<file path="src/rtl/uart_tx_fifo_serializer.sv">
// Byte-wide UART transmitter (8N1) fed by a circular write FIFO.
// Define UART_TX_PARITY_EN to insert an even-parity bit between data and stop.
module uart_tx_fifo_serializer #(
  parameter int CLKS_PER_BIT = 434,
  parameter int FIFO_DEPTH   = 16,
  parameter int ADDR_W       = 4
) (
  input  logic              clk_50M,
  input  logic              rst,
  input  logic              wr_en,
  input  logic [7:0]        wr_data,
  output logic              full,
  output logic              empty,
  output logic [ADDR_W:0]   level,
  output logic              overflow,
  output logic              busy,
  output logic              tx
);

  localparam int CNT_W = (CLKS_PER_BIT > 1) ? $clog2(CLKS_PER_BIT) : 1;
  localparam logic [ADDR_W:0]  DEPTH_LVL = (ADDR_W+1)'(FIFO_DEPTH);
  localparam logic [CNT_W-1:0] BAUD_LAST = CNT_W'(CLKS_PER_BIT - 1);

  typedef enum logic [2:0] {
    IDLE,
    START,
    DATA,
`ifdef UART_TX_PARITY_EN
    PARITY,
`endif
    STOP
  } state_t;

  state_t state, state_next;

  logic [7:0]        mem [FIFO_DEPTH];
  logic [ADDR_W-1:0] wr_ptr, rd_ptr;
  logic [ADDR_W:0]   level_next;
  logic              push, pop;

  logic [7:0]        shift_reg;
  logic [2:0]        bit_cnt;
  logic [CNT_W-1:0]  baud_cnt;
  logic              bit_done;
  logic              tx_next;
`ifdef UART_TX_PARITY_EN
  logic              parity_q;
`endif

  // A full FIFO rejects the write even when a pop frees a slot this cycle.
  assign push     = wr_en && !full;
  assign bit_done = (baud_cnt == BAUD_LAST);
  assign busy     = (state != IDLE);

  always_comb begin
    level_next = level;
    case ({push, pop})
      2'b10:   level_next = level + 1'b1;
      2'b01:   level_next = level - 1'b1;
      default: level_next = level;
    endcase
  end

  // NOTE: storage has no reset; clearing the pointers is enough to discard queued bytes.
  always_ff @(posedge clk_50M) begin
    if (push) mem[wr_ptr] <= wr_data;
  end

  // NOTE: every sequential block uses non-blocking assignments so all flops update together.
  always_ff @(posedge clk_50M) begin
    if (rst) begin
      wr_ptr   <= '0;
      rd_ptr   <= '0;
      level    <= '0;
      full     <= 1'b0;
      empty    <= 1'b1;
      overflow <= 1'b0;
    end else begin
      if (push) wr_ptr <= wr_ptr + 1'b1;
      if (pop)  rd_ptr <= rd_ptr + 1'b1;
      if (wr_en && full) overflow <= 1'b1;
      level <= level_next;
      full  <= (level_next == DEPTH_LVL);
      empty <= (level_next == '0);
    end
  end

  always_ff @(posedge clk_50M) begin
    if (rst) state <= IDLE;
    else     state <= state_next;
  end

  // NOTE: defaults first so no path through the case leaves a signal unassigned (no latches).
  always_comb begin
    state_next = state;
    tx_next    = 1'b1;
    pop        = 1'b0;
    case (state)
      IDLE: begin
        if (!empty) begin
          pop        = 1'b1;
          state_next = START;
        end
      end
      START: begin
        tx_next = 1'b0;
        if (bit_done) state_next = DATA;
      end
      DATA: begin
        tx_next = shift_reg[0];
        if (bit_done && bit_cnt == 3'd7) begin
`ifdef UART_TX_PARITY_EN
          state_next = PARITY;
`else
          state_next = STOP;
`endif
        end
      end
`ifdef UART_TX_PARITY_EN
      PARITY: begin
        tx_next = parity_q;
        if (bit_done) state_next = STOP;
      end
`endif
      STOP: begin
        tx_next = 1'b1;
        if (bit_done) state_next = IDLE;
      end
      default: state_next = IDLE;
    endcase
  end

  // tx is registered from the current state, so the line lags the FSM by one cycle.
  always_ff @(posedge clk_50M) begin
    if (rst) begin
      tx        <= 1'b1;
      shift_reg <= '0;
      bit_cnt   <= '0;
      baud_cnt  <= '0;
`ifdef UART_TX_PARITY_EN
      parity_q  <= 1'b0;
`endif
    end else begin
      tx <= tx_next;
      if (pop) begin
        shift_reg <= mem[rd_ptr];
        bit_cnt   <= '0;
        baud_cnt  <= '0;
`ifdef UART_TX_PARITY_EN
        parity_q  <= ^mem[rd_ptr];
`endif
      end else if (state == IDLE) begin
        baud_cnt <= '0;
      end else if (bit_done) begin
        baud_cnt <= '0;
        if (state == DATA) begin
          shift_reg <= {1'b0, shift_reg[7:1]};
          bit_cnt   <= bit_cnt + 1'b1;
        end
      end else begin
        baud_cnt <= baud_cnt + 1'b1;
      end
    end
  end

endmodule
</file>
<file path="config.mk">
export PLATFORM = sky130hd
export DESIGN_NAME = uart_tx_fifo_serializer
export DESIGN_NICKNAME = d
export VERILOG_FILES = /design/src/rtl/uart_tx_fifo_serializer.sv
export SDC_FILE = /design/constraint.sdc
export NUM_CORES = 1
export LEC_CHECK = 0
export BUFFER_PORTS_ARGS = -buffer_cell sky130_fd_sc_hd__buf_4
export CORE_MARGIN = 8
export CORE_UTILIZATION = 45
export CTS_BUF_LIST = sky130_fd_sc_hd__clkbuf_4 sky130_fd_sc_hd__clkbuf_8
export DETAILED_ROUTE_END_ITERATION = 8
export SYNTH_ARGS = -nofsm -noshare
export SYNTH_HDL_FRONTEND = slang
export SYNTH_SLANG_ARGS = --single-unit
</file>
<file path="constraint.sdc">
create_clock -name clk_50M -period 4.95 [get_ports clk_50M]
set_input_delay 1.2375 -clock clk_50M [delete_from_list [all_inputs] [get_ports clk_50M]]
set_output_delay 1.2375 -clock clk_50M [all_outputs]
set_load 0.02 [all_outputs]
</file>
==> flow_summary_export.csv, run 1 <==
group,metric,value,unit
status,status,"completed",
placed_design,port_buffers,20,
global_routing,met1_usage,17.9,%
synth,yosys_most_used_dff,"edfxtp_1",
synth,ys.warnings.count,0,
clock_tree,ctsHoldBuffers,0,
placed_design,dpl_cell_area,0.00733,mm^2
die,die_area,0.0198,mm^2
detailed_routing,drtIter0Drc,204,
clock_tree,cts.sinks,171,
clock_tree,cts_tree,"built",
sta,setup_violations,0,
worst_setup_path,worstReg2RegEnd,"full",
sta,period_share,74.9,%
placed_design,gp_congestion,0.785,
finish,regArea,0.00471,mm^2
synth,syn-instance-count,461,
clock_tree,htree_num_levels,4,
finish,fillers,1277,
finish,area_growth,10.0,%
finish,diodes,0,
sta,whs,0.471,ns
worst_setup_path,setup.worst_path.end_class,"flip-flop",
synth,yosysUniqueCellTypes,42,
synth,synth_area,0.00700,mm^2
sta,fin_crit,3.71,ns
global_routing,grt_busiest_layer,"met2",
power_and_ir_drop,peakVddDrop,0.333,mV
clock_tree,clk_latency,0.44,ns
hold_path,hp-class,"flip-flop to flip-flop",
sta,tightest_slew,0.954,ns
synth,synth_nets,488,
clock_tree,path_clk_slew,0.08,ns
hold_path,min_from,"baud_cnt[0]",
global_routing,groute.layer.met3.usage,4.19,%
detailed_routing,viasPerCell,5.31,
sta,slew_headroom,36.1,%
die,fp.dieW,141,um
die,die_h,141,um
global_routing,grt_max_degree,37,
finish,fin_cells,681,
sta,finClkSkew,0.00935,ns
worst_setup_path,arrival,4.09,ns
placed_design,pre_cts_slack,1.28,ns
placed_design,hpwl,8120,um
global_routing,overflow,0,
die,initial_utilization,46.0,%
sta,max_freq,0.270,GHz
worst_setup_path,reg2regPathDepth,13,
sta,maxSlewViolCount,0,
worst_setup_path,start_kind,"flip-flop",
sta,fin_setup_tns,0,ns
worst_setup_path,cp.required,5.34,ns
clock_tree,cts-root-buf,"clkbuf_8",
finish,multiInputGateArea,0.00216,mm^2
sta,setup_slack,1.24,ns
sta,hold_viol_final,0,
finish,fin_area,0.00770,mm^2
global_routing,grt_first_pass_wirelength,20600,um
synth,ys_async_sr_fraction,0,%
detailed_routing,drc,0,
worst_setup_path,r2r_start,"state[0]",
synth,synth_edf_count,128,
clock_tree,cts_resized,0,
hold_path,whs_path_depth,1,
placed_design,place_inst,649,
detailed_routing,first_pass_iters,4,
die,core-area,0.0152,mm^2
power_and_ir_drop,power_leakage,0.00256,uW
flow_run,maxCapViolations,0,
worst_setup_path,r2r_slack,1.24,ns
global_routing,antenna_found_initial,0,
finish,nets,507,
synth,synth-seq-area-share,67.2,%
detailed_routing,detail-route-antenna-nets,0,
global_routing,use_met2,22.0,%
finish,largest_reg_flops,128,
detailed_routing,totalWireLength,12800,um
finish,drive_above_1_share,22.5,%
clock_tree,clk_path_buf_depth,2,
global_routing,grt.total_usage,13.9,%
power_and_ir_drop,p_per_area,464,mW/mm^2
die,io_pins,21,
worst_setup_path,path_class,"flip-flop to flip-flop",
synth,synth_area_per_cell,15.2,um^2
detailed_routing,wl_per_cell,18.8,um
sta,rsz0062_at_grt,"no",
die,row_count,45,
detailed_routing,vias,3615,
hold_path,min_delay_worst_endpoint,"baud_cnt[0]",
clock_tree,post_cts_buffers,0,
global_routing,grt_pass1_vias,3720,
synth,ys_ff_latch,171,
clock_tree,cts_buffers,17,
worst_setup_path,critPathMaxFanout,16,
==> worst max-delay path by stage <==
stage          startpoint   end  slack (ns)  cells past startpoint
2_1_floorplan       wr_en  full        1.98                     11
3_3_place_gp     state[0]  full        1.49                     13
3_5_place_dp     state[0]  full        1.28                     13
4_1_cts          state[0]  full        1.23                     13
5_1_grt          state[0]  full        0.79                     13
6_report         state[0]  full        1.24                     13
==> power breakdown <==
| group | internal [uW] | switching, uW | total (uW) |
|---|---|---|---|
| logic | 406 | 486 | 891 |
| clock network | 421 | 496 | 917 |
| registers | 1650 | 111 | 1760 |
==> routing by layer <==
metal	vias to the layer above	wire length [um]	share of wire, %
met5	-	0	0
met4	0	109	0.85
met3	6	460	3.6
met2	52	6210	49
met1	1803	5990	47
li1	1754	-	-
==> area by class of cell <==
type / count / share of cell area [%]
sequential: 171 / 61.1
multi-input combinational: 252 / 28.1
clock buffer: 20 / 3.33
tap: 188 / 3.05
timing repair buffer: 23 / 2.24
clock inverter: 12 / 1.49
inverter: 15 / 0.731
==> critical path, cell delays in order, from the launching register on <==
cell and delay, ns:
dfxtp_1 0.37, inv_1 0.09, ha_1 0.29, nand2b_1 0.44, clkinv_1 0.57, nand2_1 0.36, xnor2_1 0.15, ha_1 0.21
a21oi_1 0.06, or3_1 0.38, a21boi_0 0.20, o21bai_1 0.09, a211oi_1 0.27, and2_1 0.16
==> kinds of logic (layout without fill, tap and decap cells) <==
| kind of cell | after synthesis | in the layout | synth area share (%) |
|---|---|---|---|
| simple gates | 127 | 127 | 8.51 |
| buf+inv | 38 | 70 | 2.20 |
| flops | 171 | 171 | 67.2 |
| mux | 53 | 53 | 13.7 |
| xor+xnor | 17 | 17 | 2.13 |
| fa+ha+maj | 16 | 16 | 2.86 |
| compound gates | 39 | 39 | 3.36 |
==> stage by stage <==
step,utilization (%),power [uW]
after CTS,50.7,3610
after global placement,48.2,2670
after global routing,50.7,3780
final,50.7,3570
after floorplan,-,2440
after detailed placement,48.2,2690
==> layout by cell type, fill, tap and decap left out, types with 4 or more instances in the layout <==
cell and n:
dfxtp_1 42, nand2_1 35, xor2_1 9, nand3_1 12, inv_1 14, buf_4 23
a31oi_1 8, edfxtp_1 128, mux2_2 14, ha_1 16, nor3_2 6, mux4_2 33
nor2_1 49, nand2b_1 4, mux2i_1 6, clkbuf_8 17, a21oi_1 16, xnor2_1 8
o21ai_0 4
==> synthesized netlist by cell type (3+ instances only) <==
cell type | instances | area [um^2]
a21oi_1 | 16 | 80.1
a31oi_1 | 8 | 50.1
buf_1 | 4 | 15.0
buf_2 | 3 | 15.0
clkbuf_1 | 15 | 56.3
dfxtp_1 | 43 | 861
edfxtp_1 | 128 | 3840
ha_1 | 16 | 200
inv_1 | 14 | 52.6
mux2_2 | 14 | 158
mux2i_1 | 6 | 60.1
mux4_2 | 33 | 743
nand2_1 | 35 | 131
nand2b_1 | 4 | 25.0
nand3_1 | 12 | 60.1
nor2_1 | 49 | 184
nor2b_1 | 3 | 18.8
nor3_1 | 7 | 35.0
o21ai_0 | 4 | 20.0
xnor2_1 | 8 | 70.1
xor2_1 | 9 | 78.8
Note: power is estimated with default switching activity, not from simulation.
==> run 2: changes to the inputs <==
clock period = 3.5 ns   (was 4.95 ns; I/O delays follow)
==> run 2 against run 1 <==
Net effect:
- fmax rose by 26%
- final area rose by 1.9%
- sequential cell count did not move
- hold slack improved by 0.010 ns
- worst setup slack got worse by 0.68 ns
- register-to-register slack got worse by 0.68 ns
- cell count rose by 3.1%
- critical path depth did not move
- highest routed layer unchanged
- clock skew rose by 0.0010 ns
==> flow_summary_export.csv, run 2 (same netlist as run 1, synthesis figures left out) <==
group,metric,value,unit
clock_tree,ctsHoldBuffers,0,
global_routing,groute.layer.met3.usage,3.92,%
finish,diodes,0,
global_routing,grt_pass1_vias,3906,
finish,fin_cells,702,
flow_run,maxCapViolations,0,
die,io_pins,21,
hold_path,min_delay_worst_endpoint,"baud_cnt[0]",
sta,fin_crit,2.94,ns
clock_tree,cts.sinks,171,
global_routing,use_met2,23.9,%
die,core-area,0.0152,mm^2
sta,hold_viol_final,0,
worst_setup_path,cp.required,3.89,ns
worst_setup_path,cpPeakStageDelay,0.39,ns
die,fp.dieW,141,um
sta,tightest_slew,0.913,ns
sta,max_freq,0.340,GHz
worst_setup_path,slowest_stage,"dfxtp_1",
worst_setup_path,setup.worst_path.end_class,"flip-flop",
worst_setup_path,worstReg2RegEnd,"full",
finish,layout_common_cells,"128 x edfxtp_1, 49 x nor2_1, 44 x buf_4",
detailed_routing,viasPerCell,5.39,
hold_path,min_from,"baud_cnt[0]",
global_routing,overflow,0,
worst_setup_path,path_class,"flip-flop to flip-flop",
placed_design,gp_congestion,0.738,
clock_tree,cts_resized,0,
global_routing,grt_max_degree,37,
die,row_count,45,
hold_path,hp-class,"flip-flop to flip-flop",
finish,area_growth,12.1,%
placed_design,place_inst,670,
clock_tree,cts-root-buf,"clkbuf_8",
worst_setup_path,cp_common_cell,"ha_1",
worst_setup_path,r2r_start,"state[1]",
detailed_routing,wl_per_cell,18.6,um
sta,maxSlewViolCount,0,
detailed_routing,detail-route-antenna-nets,0,
die,die_area,0.0198,mm^2
detailed_routing,totalWireLength,13000,um
finish,final_common_cell,"edfxtp_1",
sta,setup_violations,0,
detailed_routing,first_pass_iters,4,
worst_setup_path,r2r_slack,0.56,ns
sta,fin_setup_tns,0,ns
global_routing,met1_usage,16.2,%
global_routing,grt_first_pass_wirelength,20800,um
hold_path,whs_path_depth,1,
detailed_routing,drc,0,
power_and_ir_drop,power_leakage,0.00266,uW
worst_setup_path,cp_cell_sequence,"inv_1, ha_1, nand2b_1, clkinv_1, nand2_1, xnor2_1, ha_1, a21oi_1, or3_1, a21boi_0, o21bai_1, a211oi_1, and2_1",
global_routing,grt.total_usage,13.9,%
worst_setup_path,start_kind,"flip-flop",
sta,period_share,84.0,%
die,die_h,141,um
sta,finClkSkew,0.0104,ns
detailed_routing,vias,3781,
die,initial_utilization,46.0,%
worst_setup_path,reg2regPathDepth,13,
finish,largest_reg_flops,128,
finish,drive_above_1_share,24.9,%
clock_tree,cts_tree,"built",
finish,nets,528,
detailed_routing,drtIter0Drc,204,
global_routing,antenna_found_initial,0,
status,status,"completed",
placed_design,port_buffers,20,
sta,whs,0.481,ns
clock_tree,clk_latency,0.45,ns
clock_tree,post_cts_buffers,0,
clock_tree,htree_num_levels,4,
worst_setup_path,arrival,3.33,ns
worst_setup_path,critPathMaxFanout,7,
clock_tree,path_clk_slew,0.09,ns
power_and_ir_drop,p_per_area,655,mW/mm^2
sta,rsz0062_at_grt,"no",
sta,slew_headroom,38.9,%
clock_tree,cts_buffers,17,
global_routing,grt_busiest_layer,"met2",
power_and_ir_drop,peakVddDrop,0.385,mV
placed_design,hpwl,8420,um
clock_tree,clk_path_buf_depth,2,
run 2: changes by cell type in the layout (fill, tap and decap cells not counted):
cell	previous run	this run
clkinv_4	2	3
nor3_2	6	2
inv_6	3	2
clkbuf_4	3	1
buf_4	23	44
inv_8	1	3
nor3_1	3	7
run 2: how the worst max path moves through the flow:
stage | slack (ns) | startpoint | cells after the start | endpoint
after global placement | 0.59 | wr_en | 12 | full
after detailed placement | 0.50 | wr_en | 12 | full
after floorplan | 0.82 | state[0] | 12 | full
after CTS | 0.53 | state[1] | 13 | full
final | 0.56 | state[1] | 13 | full
after global routing | 0.33 | state[0] | 13 | full
run 2: worst max-delay path, delay by kind of cell (launching register included):
kind            cells  cell delay [ns]
compound gates      4             0.67
xor+xnor            1             0.15
fa+ha+maj           2             0.49
buf+inv             2             0.30
flops               1             0.39
simple gates        4             0.90
run 2: power by group:
group / internal (uW) / leakage (uW) / switching, uW / total [uW]
Sequential: 2340 / 0.00151 / 165 / 2500
Combinational: 613 / 0.000957 / 693 / 1310
Clock: 588 / 0.000193 / 742 / 1330
run 2: layer usage:
layer / up-vias / routed length (um)
li1: 1801 / -
met1: 1909 / 5600
met2: 57 / 6630
met3: 14 / 586
met4: 0 / 210
met5: - / 0
run 2: per-stage QoR:
stage	area [um^2]	util, %	setup WS [ns]	total power [uW]
after floorplan	7000	-	0.820	3460
after global placement	7470	49.1	0.587	3830
after detailed placement	7470	49.1	0.499	3870
after CTS	7850	51.6	0.529	5200
after global routing	7850	51.6	0.331	5410
final	7850	51.6	0.560	5140
run 2: cell type report:
class | count | area, um^2
clock buffers | 18 | 241
well taps | 188 | 235
repair buffers | 44 | 330
fillers | 1256 | 7350
multi-input cells | 252 | 2140
clock inverters | 14 | 138
flip-flops and latches | 171 | 4710
inverters | 15 | 56.3
